==> config.mk <==
export PLATFORM = sky130hd
export DESIGN_NAME = bus_bridge
export DESIGN_NICKNAME = d
export VERILOG_FILES = /design/src/rtl/bus_bridge.sv
export SDC_FILE = /design/constraint.sdc
export NUM_CORES = 1
export LEC_CHECK = 0
export CAP_MARGIN = 20
export CELL_PAD_IN_SITES_DETAIL_PLACEMENT = 0
export CELL_PAD_IN_SITES_GLOBAL_PLACEMENT = 1
export CORE_ASPECT_RATIO = 0.5
export CORE_MARGIN = 2
export CORE_UTILIZATION = 30
export DETAILED_ROUTE_END_ITERATION = 8
export HOLD_SLACK_MARGIN = 0.1
export PLACE_DENSITY = 0.64
export SKIP_CTS_REPAIR_TIMING = 1
export SLEW_MARGIN = 20
export SYNTH_ARGS = -nofsm -noshare
export SYNTH_HDL_FRONTEND = slang
export SYNTH_SLANG_ARGS = --single-unit
==> constraint.sdc <==
create_clock -name Clock -period 2.5 [get_ports Clock]
set_input_delay 0.5 -clock Clock [delete_from_list [all_inputs] [get_ports Clock]]
set_output_delay 0.5 -clock Clock [all_outputs]
set_load 0.03 [all_outputs]
==> src/rtl/bus_bridge.sv <==
// rtl/bus_bridge.sv - processor-to-RAM/LED/switch bus bridge
//
// Purpose: decodes single processor accesses into a synchronous RAM
// (region 0x0), an LED register (0x1), a synchronized switch input (0x2)
// and an unmapped space (0x3..0xF), returning a one-cycle Ack per access.
//
// Ports:
//   Clock     system clock, rising edge
//   Resetn    asynchronous active-low reset
//   Req       access request, held until Ack
//   W         1 = write, 0 = read
//   ADDR      word address, [15:12] selects region
//   DOUT      processor write data
//   DIN       registered read data, valid while Ack is high
//   Ack       one-cycle completion pulse
//   mem_addr  RAM word address (captured address [11:0])
//   mem_data  RAM write data (captured data)
//   mem_wren  RAM write enable, high only in DONE of a RAM write
//   mem_q     RAM read data, one cycle after the address edge
//   SW        asynchronous switch inputs
//   led_out   registered LED value
module bus_bridge #(
  parameter int SW_SYNC = 2
) (
  input  logic        Clock,
  input  logic        Resetn,
  input  logic        Req,
  input  logic        W,
  input  logic [15:0] ADDR,
  input  logic [15:0] DOUT,
  output logic [15:0] DIN,
  output logic        Ack,
  output logic [11:0] mem_addr,
  output logic [15:0] mem_data,
  output logic        mem_wren,
  input  logic [15:0] mem_q,
  input  logic [15:0] SW,
  output logic [15:0] led_out
);

  localparam logic [3:0] REGION_RAM = 4'h0;
  localparam logic [3:0] REGION_LED = 4'h1;
  localparam logic [3:0] REGION_SW  = 4'h2;

  typedef enum logic [1:0] {
    IDLE = 2'd0,
    RD1  = 2'd1,
    RD2  = 2'd2,
    DONE = 2'd3
  } state_t;

  state_t      state;
  logic [15:0] addr_q;
  logic [15:0] data_q;
  logic        w_q;
  logic [15:0] sw_ff [SW_SYNC];

  // Switch synchronizer chain; only the last stage is ever observed.
  always_ff @(posedge Clock or negedge Resetn) begin
    if (!Resetn) begin
      for (int i = 0; i < SW_SYNC; i++) begin
        sw_ff[i] <= 16'h0000;
      end
    end else begin
      sw_ff[0] <= SW;
      for (int i = 1; i < SW_SYNC; i++) begin
        sw_ff[i] <= sw_ff[i-1];
      end
    end
  end

  always_ff @(posedge Clock or negedge Resetn) begin
    if (!Resetn) begin
      state   <= IDLE;
      addr_q  <= 16'h0000;
      data_q  <= 16'h0000;
      w_q     <= 1'b0;
      DIN     <= 16'h0000;
      Ack     <= 1'b0;
      led_out <= 16'h0000;
    end else begin
      Ack <= 1'b0;
      case (state)
        IDLE: begin
          if (Req) begin
            addr_q <= ADDR;
            data_q <= DOUT;
            w_q    <= W;
            if (ADDR[15:12] == REGION_RAM && !W) begin
              state <= RD1;
            end else begin
              // Every non-RAM-read access completes straight away.
              state <= DONE;
              Ack   <= 1'b1;
              if (!W) begin
                case (ADDR[15:12])
                  REGION_LED: DIN <= led_out;
                  REGION_SW:  DIN <= sw_ff[SW_SYNC-1];
                  default:    DIN <= 16'h0000;
                endcase
              end else if (ADDR[15:12] == REGION_LED) begin
                led_out <= DOUT;
              end
            end
          end
        end
        RD1: begin
          // RAM samples the captured address at this cycle's exit edge.
          state <= RD2;
        end
        RD2: begin
          DIN   <= mem_q;
          state <= DONE;
          Ack   <= 1'b1;
        end
        DONE: begin
          state <= IDLE;
        end
        default: begin
          state <= IDLE;
        end
      endcase
    end
  end

  assign mem_addr = addr_q[11:0];
  assign mem_data = data_q;
  // Decoded purely from registers; the async reset drops it immediately
  // because state returns to IDLE.
  assign mem_wren = (state == DONE) && w_q && (addr_q[15:12] == REGION_RAM);

endmodule

==> impl_results.md <==
* Placement Rows at 29
* Synth-to-Final Area Change at 46.1%
* Worst path top cell family by delay: buffers and inverters
* Grt met3 use at 0.0366
* CP Capture Type: output pin
* Most Crowded Layer GR: met2
* Critical Path Fanout Max at 2
* Io pins at 130
* Diode count at 0
* Met2 usage at 0.268
* Die width at 165 um
* Hold WS at 122 ps
* Startpoint Class: register
* Fin area at 0.00571 mm2
* Post-synthesis area per instance at 14.7 um2
* Total CTS buffers at 9
* Synthesized area at 0.00390 mm2
* FF+latch count, synth at 100
* Min Tclk post-route at 2420 ps
* Worst setup margin at 82.5 ps
* Syn Inst Count at 266
* Dpl cell area at 0.00540 mm2
* First-pass GRT wire length at 16000 um
* Relative slew slack at 0.667
* Port buffer count at 129
* First-pass detailed-route iteration total at 6
* DRT iter0 DRCs at 124
* # DRC at 0
* Setup TNS at 0 ps
* Final ANT Viol Nets at 0
* Worst path bufs/invs at 1
* Final Hold Fails at 0
* Worst Hold Class: input pin to asynchronous set/reset pin
* Clk_skew at 4.17 ps
* Crit-path cells: nor4_1 -> and3_1 -> clkdlybuf4s50_1
* Max incr delay on CP at 670 ps
* Die extent in y at 84.7 um
* Clock root buffer: clkbuf_16
* CP required at 2000 ps
* Starting Density at 0.307
* Number of distinct library cells after synthesis at 29
* Die area at 0.0140 mm2
* Register area share after synthesis at 0.641
* Post-detailed-routing wire length at 10000 um
* Share of cells above drive strength 1 at 0.211
* Synth Net Count at 338
* Core area at 0.0127 mm2
* Synth warn at 0
* Drt wl/cell at 17.6 um
* Largest net degree at the start of global routing at 45
* Final HPWL DP at 7310 um
* Crit Path Class: register to output pin
* Period utilisation layout at 0.967
* Number of vias per cell at 4.58
* CTS Buffer Depth at 2
* Slew Viols, Final at 0
* Number of global-route vias before repair at 2962
* GRT Residual Overflow at 0
* Final RePlAce weighted congestion at 0.759
* Final setup fails at 0
* Overall Global Routing Usage at 0.150
* Clock sinks at 100
* Core Util, Final at 0.449
* Fin nets at 466
* Max stage delay cell, worst path: clkdlybuf4s50_1
* Vias at 2604
* CTS tree: done
* Met1 usage at 0.183
* FMAX at 414 MHz
* Outcome: completed
* RSZ-0062 raised after global routing: no
* Pwr/cell area at 1190 mW/mm2
* Slew at the pin with the worst max-slew slack at 499 ps
* Max rail drop VDD at 459 uV
* Dpl ws at 202 ps
* Initial antenna violation count at 0
* Max cap viols at 0
* Static leakage at 2.38 nW
* Arr. time, crit path at 1920 ps
* H-tree Lvls at 3
* Worst skew pair latency at 340 ps
* CTS clk-pin slew, worst paths at 70 ps
cell usage in the layout, fill, tap and decap left out, types with 3 or more instances in the layout:
| cell type | n |
|---|---|
| o211ai_1 | 16 |
| dfrtp_1 | 100 |
| nor2b_1 | 17 |
| a221oi_1 | 16 |
| clkbuf_16 | 9 |
| ha_1 | 4 |
| buf_4 | 14 |
| inv_1 | 3 |
| o31ai_1 | 16 |
| mux2_2 | 48 |
| clkdlybuf4s50_1 | 128 |
Yosys cell counts:
library cell | instances | area [um2]
a21o_1 | 1 | 7.51
a21oi_1 | 2 | 10.0
a221oi_1 | 16 | 140
a311oi_1 | 1 | 8.76
and3_1 | 1 | 6.26
buf_2 | 2 | 10.0
buf_4 | 12 | 90.1
buf_6 | 1 | 11.3
clkbuf_1 | 12 | 45.0
dfrtp_1 | 100 | 2500
ha_1 | 4 | 50.1
inv_1 | 3 | 11.3
mux2_2 | 48 | 541
nand2_1 | 2 | 7.51
nand2b_1 | 1 | 6.26
nand3b_1 | 1 | 7.51
nor2_1 | 1 | 3.75
nor2b_1 | 17 | 106
nor3_1 | 1 | 5.00
nor3b_4 | 1 | 18.8
nor4_1 | 1 | 6.26
nor4_2 | 1 | 12.5
nor4b_2 | 1 | 15.0
nor4b_4 | 1 | 23.8
o211ai_1 | 16 | 120
o21a_1 | 1 | 7.51
o21ai_0 | 1 | 5.00
o31ai_1 | 16 | 120
or2_2 | 1 | 6.26
registers in the layout, summed over array words and instances (netlist names):
name and count:
state 2, DIN 16, sw_ff 32, mem_data 16
Ack 1, addr_q 16, w_q 1, led_out 16
kinds of logic after synthesis:
family | share of synthesized area
AOI/OAI and AO/OA | 0.107
adders and majority gates | 0.0128
buffers and inverters | 0.0429
DFF | 0.641
muxes | 0.138
and+or+nand+nor | 0.0577
area by class of cell:
cell class	instances	area, um2
sequential	100	2500
inverter	3	11.3
multi-input combinational	136	1250
clock buffer	10	229
clock inverter	5	77.6
timing repair buffer	144	1430
fill	1132	6990
tap	170	213
stage by stage:
| step | total power, W | std cells |
|---|---|---|
| 2_1_floorplan | 0.00426 | 266 |
| 3_3_place_gp | 0.00534 | 553 |
| 3_5_place_dp | 0.00543 | 553 |
| 4_1_cts | 0.00689 | 568 |
| 5_1_grt | 0.00718 | 568 |
| 6_report | 0.00680 | 568 |
final timing paths:
check	startpoint	to	slack (ps)	cells after the start
setup / recovery	addr_q[13]$_DFFE_PN0P_	mem_wren	80	3
hold / removal	Resetn	mem_data[0]$_DFFE_PN0P_	120	1
setup reg to reg	state[1]$_DFFE_PN0N_	DIN[6]$_DFFE_PN0P_	700	7
hold reg to reg	sw_ff[31]$_DFF_PN0_	sw_ff[15]$_DFF_PN0_	350	0
min in group Clock	sw_ff[31]$_DFF_PN0_	sw_ff[15]$_DFF_PN0_	350	0
max in group asynchronous	Resetn	led_out[7]$_DFFE_PN0P_	1700	2
worst register-to-register path: cells and delay by family, from the launching register on:
kind,cells,cell delay [ps]
DFF,1,400
and+or+nand+nor,1,160
buffers and inverters,3,460
adders and majority gates,1,240
AOI/OAI and AO/OA,2,420
power breakdown:
| part | total [W] | internal (W) | switching (W) |
|---|---|---|---|
| clock | 0.00143 | 0.000868 | 0.000567 |
| combinational | 0.00298 | 0.00137 | 0.00160 |
| sequential | 0.00239 | 0.00210 | 0.000286 |
routing by layer:
metal  part of all wire  wire length (um)  up-vias
met1               0.43              4280     1328
met2               0.52              5250       48
met5                  0                 0        -
li1                   -                 -     1218
met4              0.011               111        0
met3              0.036               358       10
Note: power is estimated with default switching activity, not from simulation.
